## config.mk

```make
export PLATFORM = sky130hd
export DESIGN_NAME = seg_scan_ctrl
export DESIGN_NICKNAME = d
export VERILOG_FILES = /design/src/rtl/seg_scan_ctrl.sv
export SDC_FILE = /design/constraint.sdc
export NUM_CORES = 1
export LEC_CHECK = 0
export CAP_MARGIN = 10
export CORE_UTILIZATION = 50
export DETAILED_ROUTE_END_ITERATION = 6
export GPL_TIMING_DRIVEN = 0
export PLACE_DENSITY = 0.8
export SLEW_MARGIN = 20
export SYNTH_ARGS = -nofsm -noshare
export SYNTH_HDL_FRONTEND = slang
export SYNTH_SLANG_ARGS = --single-unit
export TNS_END_PERCENT = 1
```

## constraint.sdc

```tcl
create_clock -name clk -period 4 [get_ports clk]
set_clock_uncertainty 0.15 [all_clocks]
set_input_delay 0.8 -clock clk [delete_from_list [all_inputs] [get_ports clk]]
set_output_delay 0.8 -clock clk [all_outputs]
set_load 0.01 [all_outputs]
```

## src/rtl/seg_scan_ctrl.sv

```systemverilog
// seg_scan_ctrl: time-multiplexed scan controller for NUM_DIGITS common-anode
// 7-segment digits sharing a single hex decoder.
//
// Every digit owns a slot of REFRESH_DIV cycles: BLANK_CYCLES with all anodes
// off, then the rest of the slot with that digit's anode low. The nibble for
// the slot is placed on dec_d at the start of the slot, so it is stable before
// the anode turns on. The displayed word is double-buffered and only changes
// at frame boundaries.
//
// Ports:
//   clk        system clock
//   rst        synchronous, active-high reset
//   value      word to display, nibble i = value[4i+3:4i]
//   load       1-cycle strobe, captures value into the pending buffer
//   digit_en   per-digit enable, 0 keeps that anode off (sampled live)
//   dec_d      nibble to the shared segment decoder (registered)
//   an         active-low anode drives (registered)
//   cur_digit  index of the digit slot in progress (registered)
//   frame_tick 1-cycle pulse when the scan wraps back to digit 0 (registered)
module seg_scan_ctrl #(
    parameter int unsigned NUM_DIGITS   = 4,
    parameter int unsigned REFRESH_DIV  = 100000,
    parameter int unsigned BLANK_CYCLES = 1000,
    parameter bit          LZ_SUPPRESS  = 1'b1
) (
    input  logic                    clk,
    input  logic                    rst,
    input  logic [4*NUM_DIGITS-1:0] value,
    input  logic                    load,
    input  logic [NUM_DIGITS-1:0]   digit_en,
    output logic [3:0]              dec_d,
    output logic [NUM_DIGITS-1:0]   an,
    output logic [2:0]              cur_digit,
    output logic                    frame_tick
);

    localparam int unsigned CNT_W  = (REFRESH_DIV > 2) ? $clog2(REFRESH_DIV) : 1;
    localparam int unsigned WORD_W = 4 * NUM_DIGITS;

    localparam logic [CNT_W-1:0] CNT_LAST   = CNT_W'(REFRESH_DIV - 1);
    localparam logic [CNT_W-1:0] CNT_SHOW   = CNT_W'(BLANK_CYCLES);
    localparam logic [2:0]       DIGIT_LAST = 3'(NUM_DIGITS - 1);

    typedef enum logic {
        ST_BLANK,
        ST_SHOW
    } state_t;

    state_t              state, state_n;
    logic [CNT_W-1:0]    cnt, cnt_n;
    logic [2:0]          cur_n;
    logic [3:0]          dec_n;
    logic [NUM_DIGITS-1:0] an_n;
    logic                tick_n;
    logic [WORD_W-1:0]   active, active_n;
    logic [WORD_W-1:0]   pending, pending_n;
    logic                pending_valid, pending_valid_n;

    logic                slot_wrap;
    logic                commit;
    logic                nz_run;
    logic [NUM_DIGITS-1:0] keep_digit;
    logic [3:0]          cur_nib;

    // State register and registered outputs.
    always_ff @(posedge clk) begin
        if (rst) begin
            state         <= ST_BLANK;
            cnt           <= '0;
            cur_digit     <= '0;
            dec_d         <= '0;
            an            <= '1;
            frame_tick    <= 1'b0;
            active        <= '0;
            pending       <= '0;
            pending_valid <= 1'b0;
        end else begin
            state         <= state_n;
            cnt           <= cnt_n;
            cur_digit     <= cur_n;
            dec_d         <= dec_n;
            an            <= an_n;
            frame_tick    <= tick_n;
            active        <= active_n;
            pending       <= pending_n;
            pending_valid <= pending_valid_n;
        end
    end

    // Next-state, buffering and output decode. Outputs are computed from the
    // next-cycle slot position so the registered values line up with cnt.
    always_comb begin
        state_n         = state;
        active_n        = active;
        pending_n       = pending;
        pending_valid_n = pending_valid;
        an_n            = '1;
        cur_nib         = '0;
        keep_digit      = '0;
        nz_run          = 1'b0;

        slot_wrap = (cnt == CNT_LAST);
        commit    = slot_wrap && (cur_digit == DIGIT_LAST);
        cnt_n     = slot_wrap ? '0 : cnt + CNT_W'(1);
        cur_n     = slot_wrap ? (commit ? 3'd0 : cur_digit + 3'd1) : cur_digit;
        tick_n    = commit;

        case (state)
            ST_BLANK: if (cnt_n == CNT_SHOW) state_n = ST_SHOW;
            ST_SHOW:  if (slot_wrap)         state_n = ST_BLANK;
            default:                         state_n = ST_BLANK;
        endcase

        // A load on the commit cycle goes straight to the active buffer.
        if (commit) begin
            if (load) begin
                active_n = value;
            end else if (pending_valid) begin
                active_n = pending;
            end
            pending_valid_n = 1'b0;
            if (load) pending_n = value;
        end else if (load) begin
            pending_n       = value;
            pending_valid_n = 1'b1;
        end

        // Scan from the top nibble down: a digit is kept once any nibble at or
        // above it is non-zero. Digit 0 is always kept.
        for (int i = NUM_DIGITS - 1; i >= 0; i--) begin
            nz_run        = nz_run | (|active_n[4*i +: 4]);
            keep_digit[i] = nz_run || (i == 0) || !LZ_SUPPRESS;
        end

        for (int unsigned i = 0; i < NUM_DIGITS; i++) begin
            if (cur_n == 3'(i)) begin
                cur_nib = active_n[4*i +: 4];
                if (state_n == ST_SHOW && digit_en[i] && keep_digit[i]) begin
                    an_n[i] = 1'b0;
                end
            end
        end

        // The decoder input only moves on the first blank cycle of a slot.
        dec_n = (cnt_n == '0) ? cur_nib : dec_d;
    end

endmodule

```

# Yosys cells after proc, flatten, opt, wreduce, memory -nomap -nowiden
# Cells that the tools add are included.
[word_totals]
wordCells = 62
input_bits = 23
regBits = 63
out_inout_bits = 12
[op_classes]
reduce_logical = 18
bitwise = 7
muxes = 17
eq_ne = 6
n_addsub = 2
[ops]
columns = ["operator", "n"]
rows = [
  ["$mux W16", 3],
  ["$add A17 B1 Y17 const B", 1],
  ["$eq A17 B10 Y1 const B", 1],
  ["$eq A17 B17 Y1 const B", 1],
  ["$logic_not A17 Y1", 1],
  ["$mux W17", 1],
  ["$mux W4", 4],
  ["$reduce_or A4 Y1", 3],
  ["$reduce_or A2 Y1", 5],
  ["$eq A3 B2 Y1 const B", 3],
  ["$logic_and A1 B1 Y1", 8],
  ["$mux W1", 6],
  ["$mux W3", 2],
  ["$not A1 Y1", 5],
  ["$add A3 B1 Y3 const B", 1],
  ["$eq A3 B1 Y1 const B", 1],
  ["$logic_not A3 Y1", 1],
  ["$or A1 B1 Y1", 2],
  ["$pmux W1 S2", 1],
]

# Longest topological paths before layout
[logic_depth]
depth_word = 9
depth_mapped = 11
depth_no_buf = 8

# Worst setup path after synthesis
# Ideal clock, no wire load.
[synth_timing]
path_kind = "input port to flip-flop"
from = "input port load"
to = "register dec_d[3]"
required_ns = 3.764
arrival_time_ns = 2.244
cell_stages = 7
setup_ns = 0.086
path_slack_ns = 1.521
path_buffers = 3
cell_sequence = "buf_2 clkbuf_1 clkbuf_1 o221ai_2 a21oi_1 nor4_1 a211oi_1"
[synth_between]
elab_chain_len = 6
[synth_lines]
columns = ["item", "line_no", "rtl"]
rows = [
  ["from (decl)", "29", "input logic load,"],
  ["$mux W16 *", "116", "if (load) begin"],
  ["$mux W16 *", "115", "if (commit) begin"],
  ["$mux W4 (3 in a row)", "136", "if (cur_n == 3'(i)) begin"],
  ["$mux W4 *", "136", ""],
  ["to (signal assigned)", "81", "dec_d <= dec_n;"],
  ["to (decl)", "31", "output logic [3:0] dec_d,"],
]
# Every way passes the cells marked *; elsewhere a longest branch is shown, timed or not.
# A chain may end at the register's enable or synchronous reset.

# Worst setup path in the final report
[layout_timing]
from = "register cur_digit[1]"
to = "register dec_d[1]"
[layout_between]
elab_chain_len = 9
elab_cells_between_ends = 14
classes_between = "1 x add/sub; 4 x eq/ne; 7 x mux; 2 x reduce/logical"
[layout_lines]
columns = ["item", "line_no", "rtl"]
rows = [
  ["from (decl)", "33", "output logic [2:0] cur_digit,"],
  ["from (signal assigned)", "80", "cur_digit <= cur_n;"],
  ["parallel branches: the longest is 8 deep, another holds $add A3 B1 Y3", "--", ""],
  ["$mux W4 *", "136", ""],
]
# Every way passes the cells marked *.

==> results.py <==
metrics = {
    "status": {
        "outcome": "complete, no violations",
    },
    "place": {
        "gp_congestion": 0.976,
        "pre_cts_ws_ns": 1.04,
        "hpwl_um": 6480,
        "place_area_sq_um": 3880,
        "port_buffers": 33,
    },
    "route": {
        "num_vias": 3430,
        "viasPerCell": 6.26,
        "firstDrtPassIters": 5,
        "drtIter0Drc": 436,
        "finalWirelength_um": 9090,
        "ant_nets": 0,
        "wl_per_cell_um": 16.6,
        "drc": 0,
    },
    "global_route": {
        "grt_usage_pct": 26.1,
        "grt_overflow": 0,
        "grt_pass1_vias": 3150,
        "grt_pass1_wl_um": 14800,
        "antenna_found_initial": 0,
        "grt_max_degree": 11,
    },
    "final_layout": {
        "drive_above_1_share_pct": 10.2,
        "fin_util_pct": 62.8,
        "area_growth_pct": 18.1,
        "nets": 492,
        "stdcell_area_sq_um": 4080,
        "diodes": 0,
    },
    "logic_synthesis": {
        "synth_cell_types": 58,
        "syn_area_sq_um": 3460,
        "async_flop_share_pct": 0,
        "syn_area_per_cell_sq_um": 8.17,
        "syn_nets": 448,
        "synth_cells": 423,
        "ys_ff_latch": 63,
        "synth_flop_cell": "dfxtp_1",
        "yosys_warnings": 0,
        "yosysSeqAreaShare_pct": 36.5,
        "synth_edf_count": 0,
    },
    "timing": {
        "finalHoldViolations": 0,
        "slew_headroom_pct": 54.2,
        "fin_crit_sh_pct": 77.0,
        "slew_violations": 0,
        "hold-worst-slack_ns": 0.324,
        "rsz0062_at_grt": "false",
        "worst_pin_slew_ns": 0.687,
        "finalSetupTns_ns": 0,
        "fmax_mhz": 325,
        "finalSetupViolations": 0,
        "setup_slack_ns": 0.922,
        "period_needed_ns": 3.08,
    },
    "pwr": {
        "ir_worst_vdd_v": 0.000261,
        "p_leak_nw": 1.47,
        "pwr_density_cell_nw_per_um2": 325,
    },
    "cts": {
        "clockBufferDepth": 2,
        "cts_setup_buffers": 0,
        "cts.reportedPaths.clkPinSlew_ns": 0.07,
        "htreeDepth": 3,
        "cts_resized": 0,
        "hold_buffers": 0,
        "cts_tree": "yes",
        "cts_sinks": 63,
        "root_buffer": "clkbuf_8",
        "cts_buffers": 9,
        "clk_latency_ns": 0.36,
    },
    "floorplanning": {
        "rows": 29,
        "dieArea_sq_um": 7250,
        "initial_utilization_pct": 53.2,
        "core_area_sq_um": 6490,
        "fp.dieW_um": 85.2,
        "ios": 35,
        "die_h_um": 85.2,
    },
    "setup_path": {
        "path_max_fanout": 10,
        "worstSetupPathType": "register to register",
        "critPathCaptureType": "register",
        "cp.required_ns": 4.06,
        "startpoint_type": "register",
        "r2r_start": "cur_digit[1]",
        "reg2reg_to": "dec_d[1]",
        "reg2reg_slack_ns": 0.92,
        "endpoint": "dec_d[1]",
        "critPathLaunch": "cur_digit[1]",
        "r2r_cells": 9,
        "cp_data_arrival_time_ns": 3.14,
    },
    "run": {
        "maxCapViolCount": 0,
    },
    "hold_path": {
        "hp-start": "pending[14]",
        "worstHoldPathType": "register to register",
    },
}
==> power breakdown <==
group	internal (W)	total (W)	switching [W]	leakage [nW]
clock	0.000317	0.000562	0.000244	0.0985
sequential	0.000644	0.000653	0.00000912	0.512
combinational	0.0000532	0.000114	0.0000606	0.864
total	0.00101	0.00133	0.000314	1.47
==> layer usage <==
metal | vias up | track usage [%] | share of wire (%)
li1 | 1631 | - | -
met1 | 1594 | 37.5 | 46
met2 | 183 | 37.4 | 42
met3 | 22 | 5.84 | 9.1
met4 | 0 | 11.4 | 2.3
met5 | - | 0 | 0
==> per-stage QoR <==
stage,cells,power (W)
2_1_floorplan,423,0.000729
3_3_place_gp,533,0.000777
3_5_place_dp,533,0.000779
4_1_cts,548,0.00133
5_1_grt,548,0.00137
6_report,548,0.00133
==> cells in the final DEF (no fill, tap or decap), types with 14 or more instances in the layout <==
cell / n
a21oi_1: 23
buf_2: 16
o21ai_0: 16
nand4_1: 16
nand3_1: 16
nor2_1: 52
a31oi_1: 15
clkdlybuf4s50_1: 33
nand2_1: 28
clkbuf_1: 14
dfxtp_1: 63
==> cells in the mapped netlist (5+ instances only) <==
library cell	instances	area (sq um)
a31oi_1	15	93.8
mux2i_1	9	90.1
buf_2	16	80.1
nand2_1	28	105
o21bai_1	5	37.5
dfxtp_1	63	1260
nand3_1	16	80.1
xor2_1	8	70.1
a211oi_1	6	45.0
xnor2_1	11	96.3
clkbuf_1	13	48.8
inv_1	13	48.8
nor2_1	52	195
a32oi_1	13	114
a21oi_1	23	115
o21ai_0	16	80.1
nand4_1	16	100
nor4_1	6	37.5
nor3_1	9	45.0
and4_1	5	43.8
nand2b_1	9	56.3
nor2b_1	5	31.3
and3_1	13	81.3
==> cell type report <==
cell class                 count  area [sq um]
buffer                        34           174
clock buffer                  12           155
clock inverter                 3          42.5
fill                         574          2410
inverter                      13          48.8
multi-input combinational    313          1970
sequential                    63          1260
tap                           77          96.3
timing repair buffer          33           330
==> flip-flops by register name, summed over array words and instances, names as in the netlist <==
register and flops:
an 4, frame_tick 1, pending 16, cur_digit 3
dec_d 4, pending_valid 1, cnt 17, active 16
state 1
==> worst max-delay path: stages (launching register included) <==
cell,delay (ns)
dfxtp_1,0.47
ha_1,0.35
nor2b_1,0.25
nand2_1,0.12
clkbuf_1,0.28
o32a_1,0.39
o221ai_1,0.32
a21oi_1,0.08
nor4_1,0.41
a211oi_1,0.13
==> how the worst min path moves through the flow <==
stage,end,cells after the start
after floorplan,cnt[0],1
after global placement,pending[13],2
after detailed placement,pending[10],2
after CTS,pending[10],2
after global routing,pending[10],2
final,pending[14],2
==> cell families after synthesis <==
| logic type | share of synthesized area, % |
|---|---|
| adder cells (fa/ha/maj) | 0.724 |
| multiplexers | 2.61 |
| AO/OA/AOI/OAI | 19.0 |
| XOR/XNOR | 4.81 |
| flip-flops | 36.5 |
| buffers and inverters | 6.44 |
| AND/OR/NAND/NOR | 30.0 |
Power figures use the tool's default switching activity.
